[src/rtl/frame_metrics_pkg.sv]
// Shared constants, width helpers and the FSM state type for the frame
// metrics (MSE/PSNR) path. The line-sum generator and the downstream
// line-sum accumulator both size their datapaths from these helpers.
package frame_metrics_pkg;

  localparam int PIXEL_SIZE_DEF   = 8;
  localparam int LINE_SIZE_DEF    = 640;
  localparam int NUM_OF_LINES_DEF = 480;

  // Width of a per-line sum of squared differences: LINE_SIZE * (2^P-1)^2 fits.
  function automatic int calc_line_sum_w(input int line_size, input int pixel_size);
    return $clog2(line_size) + 2 * pixel_size;
  endfunction

  // Counter/index width, never narrower than one bit.
  function automatic int calc_idx_w(input int count);
    return (count > 1) ? $clog2(count) : 1;
  endfunction

  localparam int LINE_SUM_W = calc_line_sum_w(LINE_SIZE_DEF, PIXEL_SIZE_DEF);
  localparam int LINE_IDX_W = calc_idx_w(NUM_OF_LINES_DEF);

  typedef enum logic [1:0] {
    IDLE   = 2'd0,
    ACTIVE = 2'd1,
    DRAIN  = 2'd2
  } state_t;

endpackage

[src/rtl/line_sum_generator_sq_diff_pipe.sv]
// sq_diff_pipe: two-stage |a-b| then square pipeline carrying a valid bit,
// a last-of-line tag and a generic sideband tag alongside the data.
// Ports:
//   CLK, reset     clock, asynchronous active-high reset
//   i_flush        synchronous invalidate of all in-flight entries
//   i_valid        input pixel pair valid
//   i_pixel_a/b    reference / test pixel
//   i_last         pixel is the last of its line
//   i_tag          sideband travelling with the pixel
//   o_valid/o_sq   squared difference out (stage 2)
//   o_last/o_tag   sideband out, aligned with o_sq
//   o_busy         any stage holds a valid entry
module sq_diff_pipe #(
  parameter int PIXEL_SIZE = 8,
  parameter int TAG_W      = 1
) (
  input  logic                    CLK,
  input  logic                    reset,
  input  logic                    i_flush,
  input  logic                    i_valid,
  input  logic [PIXEL_SIZE-1:0]   i_pixel_a,
  input  logic [PIXEL_SIZE-1:0]   i_pixel_b,
  input  logic                    i_last,
  input  logic [TAG_W-1:0]        i_tag,
  output logic                    o_valid,
  output logic [2*PIXEL_SIZE-1:0] o_sq,
  output logic                    o_last,
  output logic [TAG_W-1:0]        o_tag,
  output logic                    o_busy
);

  logic                    r_s1_valid;
  logic [PIXEL_SIZE-1:0]   r_s1_diff;
  logic                    r_s1_last;
  logic [TAG_W-1:0]        r_s1_tag;
  logic                    r_s2_valid;
  logic [2*PIXEL_SIZE-1:0] r_s2_sq;
  logic                    r_s2_last;
  logic [TAG_W-1:0]        r_s2_tag;

  logic [PIXEL_SIZE-1:0]   w_diff;
  logic [2*PIXEL_SIZE-1:0] w_diff_ext;

  // Unsigned absolute difference cannot overflow PIXEL_SIZE bits.
  assign w_diff     = (i_pixel_a >= i_pixel_b) ? (i_pixel_a - i_pixel_b)
                                               : (i_pixel_b - i_pixel_a);
  assign w_diff_ext = {{PIXEL_SIZE{1'b0}}, r_s1_diff};

  // Stage 1: absolute difference plus sideband.
  always_ff @(posedge CLK or posedge reset) begin
    if (reset) begin
      r_s1_valid <= 1'b0;
      r_s1_diff  <= '0;
      r_s1_last  <= 1'b0;
      r_s1_tag   <= '0;
    end else if (i_flush) begin
      r_s1_valid <= 1'b0;
      r_s1_last  <= 1'b0;
    end else begin
      r_s1_valid <= i_valid;
      r_s1_diff  <= w_diff;
      r_s1_last  <= i_valid & i_last;
      r_s1_tag   <= i_tag;
    end
  end

  // Stage 2: square of the difference.
  always_ff @(posedge CLK or posedge reset) begin
    if (reset) begin
      r_s2_valid <= 1'b0;
      r_s2_sq    <= '0;
      r_s2_last  <= 1'b0;
      r_s2_tag   <= '0;
    end else if (i_flush) begin
      r_s2_valid <= 1'b0;
      r_s2_last  <= 1'b0;
    end else begin
      r_s2_valid <= r_s1_valid;
      r_s2_sq    <= w_diff_ext * w_diff_ext;
      r_s2_last  <= r_s1_valid & r_s1_last;
      r_s2_tag   <= r_s1_tag;
    end
  end

  assign o_valid = r_s2_valid;
  assign o_sq    = r_s2_sq;
  assign o_last  = r_s2_last;
  assign o_tag   = r_s2_tag;
  assign o_busy  = r_s1_valid | r_s2_valid;

endmodule

[src/rtl/line_sum_generator.sv]
// line_sum_generator: consumes a raster stream of reference/test pixel pairs,
// sums squared differences per line and reports one line_sum per line.
// Ports:
//   CLK, reset          clock, asynchronous active-high reset
//   frame_start         arms / restarts frame capture
//   pixel_valid         pixel_a/pixel_b valid this cycle
//   pixel_a, pixel_b    reference and test pixel
//   line_sum/line_idx   result of the last completed line (held)
//   line_valid          one-cycle strobe, new line_sum
//   frame_done          strobe with line_valid of the frame's last line
//   sync_err            strobe, frame_start arrived mid-frame
//   busy                capturing, or results still in flight
module line_sum_generator
  import frame_metrics_pkg::*;
#(
  parameter  int PIXEL_SIZE   = PIXEL_SIZE_DEF,
  parameter  int LINE_SIZE    = LINE_SIZE_DEF,
  parameter  int NUM_OF_LINES = NUM_OF_LINES_DEF,
  localparam int LSW          = calc_line_sum_w(LINE_SIZE, PIXEL_SIZE),
  localparam int IDXW         = calc_idx_w(NUM_OF_LINES)
) (
  input  logic                  CLK,
  input  logic                  reset,
  input  logic                  frame_start,
  input  logic                  pixel_valid,
  input  logic [PIXEL_SIZE-1:0] pixel_a,
  input  logic [PIXEL_SIZE-1:0] pixel_b,
  output logic [LSW-1:0]        line_sum,
  output logic                  line_valid,
  output logic [IDXW-1:0]       line_idx,
  output logic                  frame_done,
  output logic                  sync_err,
  output logic                  busy
);

  localparam int PIXW  = calc_idx_w(LINE_SIZE);
  localparam int TAG_W = IDXW + 1;
  localparam int SQW   = 2 * PIXEL_SIZE;

  state_t              r_state;
  logic [PIXW-1:0]     r_pix_cnt;
  logic [IDXW-1:0]     r_line_cnt;
  logic                r_sync_err;
  logic [LSW-1:0]      r_acc;
  logic                r_s3_valid;
  logic                r_s3_last;
  logic [TAG_W-1:0]    r_s3_tag;
  logic [LSW-1:0]      r_line_sum;
  logic                r_line_valid;
  logic [IDXW-1:0]     r_line_idx;
  logic                r_frame_done;

  logic                w_active;
  logic                w_last_pix;
  logic                w_final_pix;
  logic                w_resync;
  logic                w_accept;
  logic                w_pipe_valid;
  logic [SQW-1:0]      w_pipe_sq;
  logic                w_pipe_last;
  logic [TAG_W-1:0]    w_pipe_tag;
  logic                w_pipe_busy;
  logic                w_drain_done;
  logic [LSW-1:0]      w_acc_base;
  logic [LSW-1:0]      w_sq_ext;

  assign w_active    = (r_state == ACTIVE);
  assign w_last_pix  = (r_pix_cnt == PIXW'(LINE_SIZE - 1));
  assign w_final_pix = w_active & pixel_valid & w_last_pix
                     & (r_line_cnt == IDXW'(NUM_OF_LINES - 1));
  // A frame_start that coincides with the frame's final pixel is a clean
  // back-to-back start, not a resync.
  assign w_resync    = w_active & frame_start & ~w_final_pix;
  assign w_accept    = w_active & pixel_valid & ~w_resync;
  assign w_drain_done = r_s3_last & r_s3_tag[IDXW];

  sq_diff_pipe #(
    .PIXEL_SIZE (PIXEL_SIZE),
    .TAG_W      (TAG_W)
  ) u_sq_diff_pipe (
    .CLK       (CLK),
    .reset     (reset),
    .i_flush   (w_resync),
    .i_valid   (w_accept),
    .i_pixel_a (pixel_a),
    .i_pixel_b (pixel_b),
    .i_last    (w_last_pix),
    .i_tag     ({w_final_pix, r_line_cnt}),
    .o_valid   (w_pipe_valid),
    .o_sq      (w_pipe_sq),
    .o_last    (w_pipe_last),
    .o_tag     (w_pipe_tag),
    .o_busy    (w_pipe_busy)
  );

  // The cycle after a tagged S3 starts the next line from zero.
  assign w_acc_base = r_s3_last ? '0 : r_acc;
  assign w_sq_ext   = w_pipe_valid ? {{(LSW - SQW){1'b0}}, w_pipe_sq} : '0;

  // Frame FSM with pixel/line counters and the resync strobe.
  always_ff @(posedge CLK or posedge reset) begin
    if (reset) begin
      r_state    <= IDLE;
      r_pix_cnt  <= '0;
      r_line_cnt <= '0;
      r_sync_err <= 1'b0;
    end else begin
      r_sync_err <= w_resync;
      case (r_state)
        IDLE: begin
          if (frame_start) begin
            r_state    <= ACTIVE;
            r_pix_cnt  <= '0;
            r_line_cnt <= '0;
          end
        end
        ACTIVE: begin
          if (w_resync) begin
            r_pix_cnt  <= '0;
            r_line_cnt <= '0;
          end else if (w_accept) begin
            if (w_last_pix) begin
              r_pix_cnt <= '0;
              if (w_final_pix) begin
                r_line_cnt <= '0;
                r_state    <= frame_start ? ACTIVE : DRAIN;
              end else begin
                r_line_cnt <= r_line_cnt + IDXW'(1);
              end
            end else begin
              r_pix_cnt <= r_pix_cnt + PIXW'(1);
            end
          end
        end
        DRAIN: begin
          if (frame_start) begin
            r_state    <= ACTIVE;
            r_pix_cnt  <= '0;
            r_line_cnt <= '0;
          end else if (w_drain_done) begin
            r_state <= IDLE;
          end
        end
        default: begin
          r_state <= IDLE;
        end
      endcase
    end
  end

  // S3 accumulation and registered line result.
  always_ff @(posedge CLK or posedge reset) begin
    if (reset) begin
      r_acc        <= '0;
      r_s3_valid   <= 1'b0;
      r_s3_last    <= 1'b0;
      r_s3_tag     <= '0;
      r_line_sum   <= '0;
      r_line_valid <= 1'b0;
      r_line_idx   <= '0;
      r_frame_done <= 1'b0;
    end else begin
      r_line_valid <= r_s3_last & ~w_resync;
      r_frame_done <= w_drain_done & ~w_resync;
      if (r_s3_last && !w_resync) begin
        r_line_sum <= r_acc;
        r_line_idx <= r_s3_tag[IDXW-1:0];
      end
      if (w_resync) begin
        r_acc      <= '0;
        r_s3_valid <= 1'b0;
        r_s3_last  <= 1'b0;
        r_s3_tag   <= '0;
      end else begin
        r_acc      <= w_acc_base + w_sq_ext;
        r_s3_valid <= w_pipe_valid;
        r_s3_last  <= w_pipe_valid & w_pipe_last;
        r_s3_tag   <= w_pipe_tag;
      end
    end
  end

  assign line_sum   = r_line_sum;
  assign line_valid = r_line_valid;
  assign line_idx   = r_line_idx;
  assign frame_done = r_frame_done;
  assign sync_err   = r_sync_err;
  assign busy       = (r_state != IDLE) | w_pipe_busy | r_s3_valid;

endmodule

[config.mk]
export PLATFORM = sky130hd
export DESIGN_NAME = line_sum_generator
export DESIGN_NICKNAME = d
export VERILOG_FILES = /design/src/rtl/frame_metrics_pkg.sv /design/src/rtl/line_sum_generator_sq_diff_pipe.sv /design/src/rtl/line_sum_generator.sv
export SDC_FILE = /design/constraint.sdc
export NUM_CORES = 1
export LEC_CHECK = 0
export ABC_AREA = 0
export BUFFER_PORTS_ARGS = -buffer_cell sky130_fd_sc_hd__buf_2
export CAP_MARGIN = 30
export CORE_ASPECT_RATIO = 0.6
export CORE_MARGIN = 2
export CORE_UTILIZATION = 55
export DETAILED_ROUTE_END_ITERATION = 6
export HOLD_SLACK_MARGIN = 0.08
export PLACE_DENSITY = 0.73
export RECOVER_POWER = 100
export REMOVE_ABC_BUFFERS = 1
export SLEW_MARGIN = 20
export SYNTH_ARGS = -nofsm -noshare
export SYNTH_HDL_FRONTEND = slang
export SYNTH_SLANG_ARGS = --single-unit
[constraint.sdc]
create_clock -name CLK -period 12.85 [get_ports CLK]
set_input_delay 1.285 -clock CLK [delete_from_list [all_inputs] [get_ports CLK]]
set_output_delay 1.285 -clock CLK [all_outputs]
set_load 0.005 [all_outputs]
==> metrics.txt <==
status finished with violations; failing checks max-capacitance violations, max-slew violations; Lkg Pwr 5.01 nW; Crit Path Max Fanout 50; ys flop type dfrtp_1; Vias between 6,000 and 7,000; synthesis-stage register bit count around 140; Place WS 8.54 ns; Max Clock Skew about 0.013 ns; Ports 59; unrepaired setup endpoints after global routing false; minimum hold slack 0.460 ns; worst slew pin tran 2.81 ns; Peak Freq around 150 MHz; # setup viols final 0; CP Launch Type primary input; dpl cells between 1,000 and 1,500; Max-Cap Viols 6; period utilisation layout 0.514; crit path DAT between 6 and 7 ns; final core occ 0.617; Hold Buf Count CTS 0; min Tclk post-route 6.61 ns; Post-synth EDFFs 0; FP Rows 36; Wirelength per Cell between 15 and 20 µm; Setup CP Type primary input to register; share of cells above drive strength 1 0.107; Tot Pwr between 2 and 2.5 mW; final instance area 9930 µm²; slew margin rel. -0.886; final std cells w/o fill 1,198; warnings from Yosys 0; routability cong. 0.860; CTS tree built; clk sinks 144; GRT Util Overall 0.222; largest area contributor in the netlist dfrtp_1; initial antenna violation count 0; number of global-route vias before repair 6,143; Post-Syn Area about 9000 µm²; antenna cells 0; CP required 13.18 ns; clk root buf clkbuf_16; Core Area 16,100 µm²; Initial Util 0.557; top cells by area, synth dfrtp_1 (40%), ha_1 (8.7%), fa_1 (6.0%), nand2_1 (5.6%), mux2_2 (4.3%); clock buffer depth 2; Slew Limit Fails 283; Synth top area share 0.403; clock-pin slew on the worst setup and hold paths 0.06 ns; area grow syn2layout 10.9%; gr ovfl total 0; first-pass GRT wire length 30.9 mm; gate count after technology mapping just over 900; post-CTS sizing 0; hold violation count in the final report 0; Final nets 1,086; drt via density between 5 and 6; total wire length 18.1 mm; DIE AREA 17,300 µm²; register area share after synthesis 0.403; post-CTS setup buffer count 0; power density over cell area around 230 nW/µm²; ANT nets after route 0; htree depth 4; Die X ~170 µm; Hold Path Class register to register; syn avg cell area about 9.6 µm²; port bufs 58; unique cell type count in the Yosys netlist 66; iteration-0 DRC count of the detailed router 417; crit end category register; Max VDD drop 0.243 mV; Final WS setup 6.24 ns; top post-synthesis cells by count dfrtp_1 (144), nand2_1 (133), inv_1 (63); Clock Latency Late Sink 0.42 ns; largest net degree at the start of global routing 79; setup tns final 0 ns; First-pass DRT Iterations 5; DRC Markers 0; top-count cell post-synth dfrtp_1; total CTS buffers 17; placed cell area 9380 µm²; die height 103 µm; fraction of registers with async set/reset 1.00; post-DP HPWL 12.8 mm
flip-flops by register name, summed over array words and instances (netlist names), 8 cells and up:
signal,flops
r_s3_tag,10
u_sq_diff_pipe.r_s1_tag,10
line_idx,9
u_sq_diff_pipe.r_s1_diff,8
u_sq_diff_pipe.o_sq,15
r_line_cnt,9
r_acc,26
u_sq_diff_pipe.o_tag,10
line_sum,26
r_pix_cnt,10
logic make-up (layout without fill, tap and decap cells):
kind of cell	count (synthesis)	count (layout)	share of synthesized area
AND/OR/NAND/NOR	349	349	0.193
multiplexers	51	51	0.0625
flip-flops	144	144	0.403
buffers and inverters	99	159	0.0449
adder cells (fa/ha/maj)	89	89	0.147
AO/OA/AOI/OAI	169	169	0.122
XOR/XNOR	28	28	0.0274
path summary, 6_finish.rpt:
check | startpoint | endpoint | slack (ns) | depth (start not counted)
max in group asynchronous | reset | u_sq_diff_pipe.o_sq[3] | 6.71 | 4
min in group asynchronous | reset | r_s3_tag[5] | 1.66 | 2
min reg2reg | u_sq_diff_pipe.o_sq[0] | u_sq_diff_pipe.o_sq[0] | 0.46 | 2
max reg2reg | r_line_cnt[0] | r_acc[17] | 6.55 | 10
max | pixel_valid | r_acc[17] | 6.24 | 10
min | u_sq_diff_pipe.o_sq[0] | u_sq_diff_pipe.o_sq[0] | 0.46 | 2
routing by layer:
layer | global-route usage | share of wire | up-vias | wire, µm
met5 | 0 | 0 | - | 0
met4 | 0.0418 | 0.0063 | 0 | 113
met3 | 0.0369 | 0.033 | 10 | 599
met2 | 0.319 | 0.41 | 110 | 7440
met1 | 0.355 | 0.55 | 3122 | 9920
li1 | - | - | 3250 | -
worst max-delay path, cell delays in order:
cell	delay, ns
clkbuf_1	0.09
nand3b_1	0.13
nor4_1	0.41
a21o_1	0.63
clkbuf_1	1.47
inv_1	0.78
clkbuf_1	1.03
nor2_1	0.75
nand2_1	0.14
mux2i_1	0.17
cells in the final DEF, fill, tap and decap left out, drive strengths merged, types with 3 or more instances in the layout:
cell / synthesis / layout
o31ai: 8 / 8
o21ai: 48 / 48
nand2: 134 / 134
nand3b: 8 / 8
mux2: 39 / 39
o211ai: 3 / 3
nor2b: 25 / 25
mux2i: 12 / 12
dfrtp: 144 / 144
a31oi: 7 / 7
clkinv: 0 / 3
or4: 3 / 3
a21oi: 49 / 49
a211o: 3 / 3
nor3: 17 / 17
fa: 27 / 27
xnor2: 17 / 17
and3: 16 / 16
o21a: 6 / 6
o21bai: 4 / 4
a211oi: 5 / 5
buf: 18 / 31
nand3: 12 / 12
ha: 62 / 62
and2: 55 / 55
nand2b: 6 / 6
a21o: 19 / 19
bufinv: 0 / 3
nor2: 47 / 47
clkbuf: 17 / 53
inv: 64 / 67
nand4: 7 / 7
or3: 9 / 9
xor2: 11 / 11
cell type report:
class | count | area, µm²
fillers | 1366 | 6150
multi-input cells | 686 | 4930
flip-flops and latches | 144 | 3600
clock buffers | 20 | 457
repair buffers | 64 | 282
well taps | 209 | 262
inverters | 64 | 241
clock inverters | 11 | 151
report_power, final:
| part | internal, mW | total [mW] | switching (mW) | leakage [nW] |
|---|---|---|---|---|
| clock | 0.317 | 0.512 | 0.195 | 0.298 |
| sequential | 0.504 | 0.540 | 0.0362 | 1.93 |
| combinational | 0.505 | 1.19 | 0.681 | 2.78 |
No activity file was read; power rests on OpenSTA's default activity.
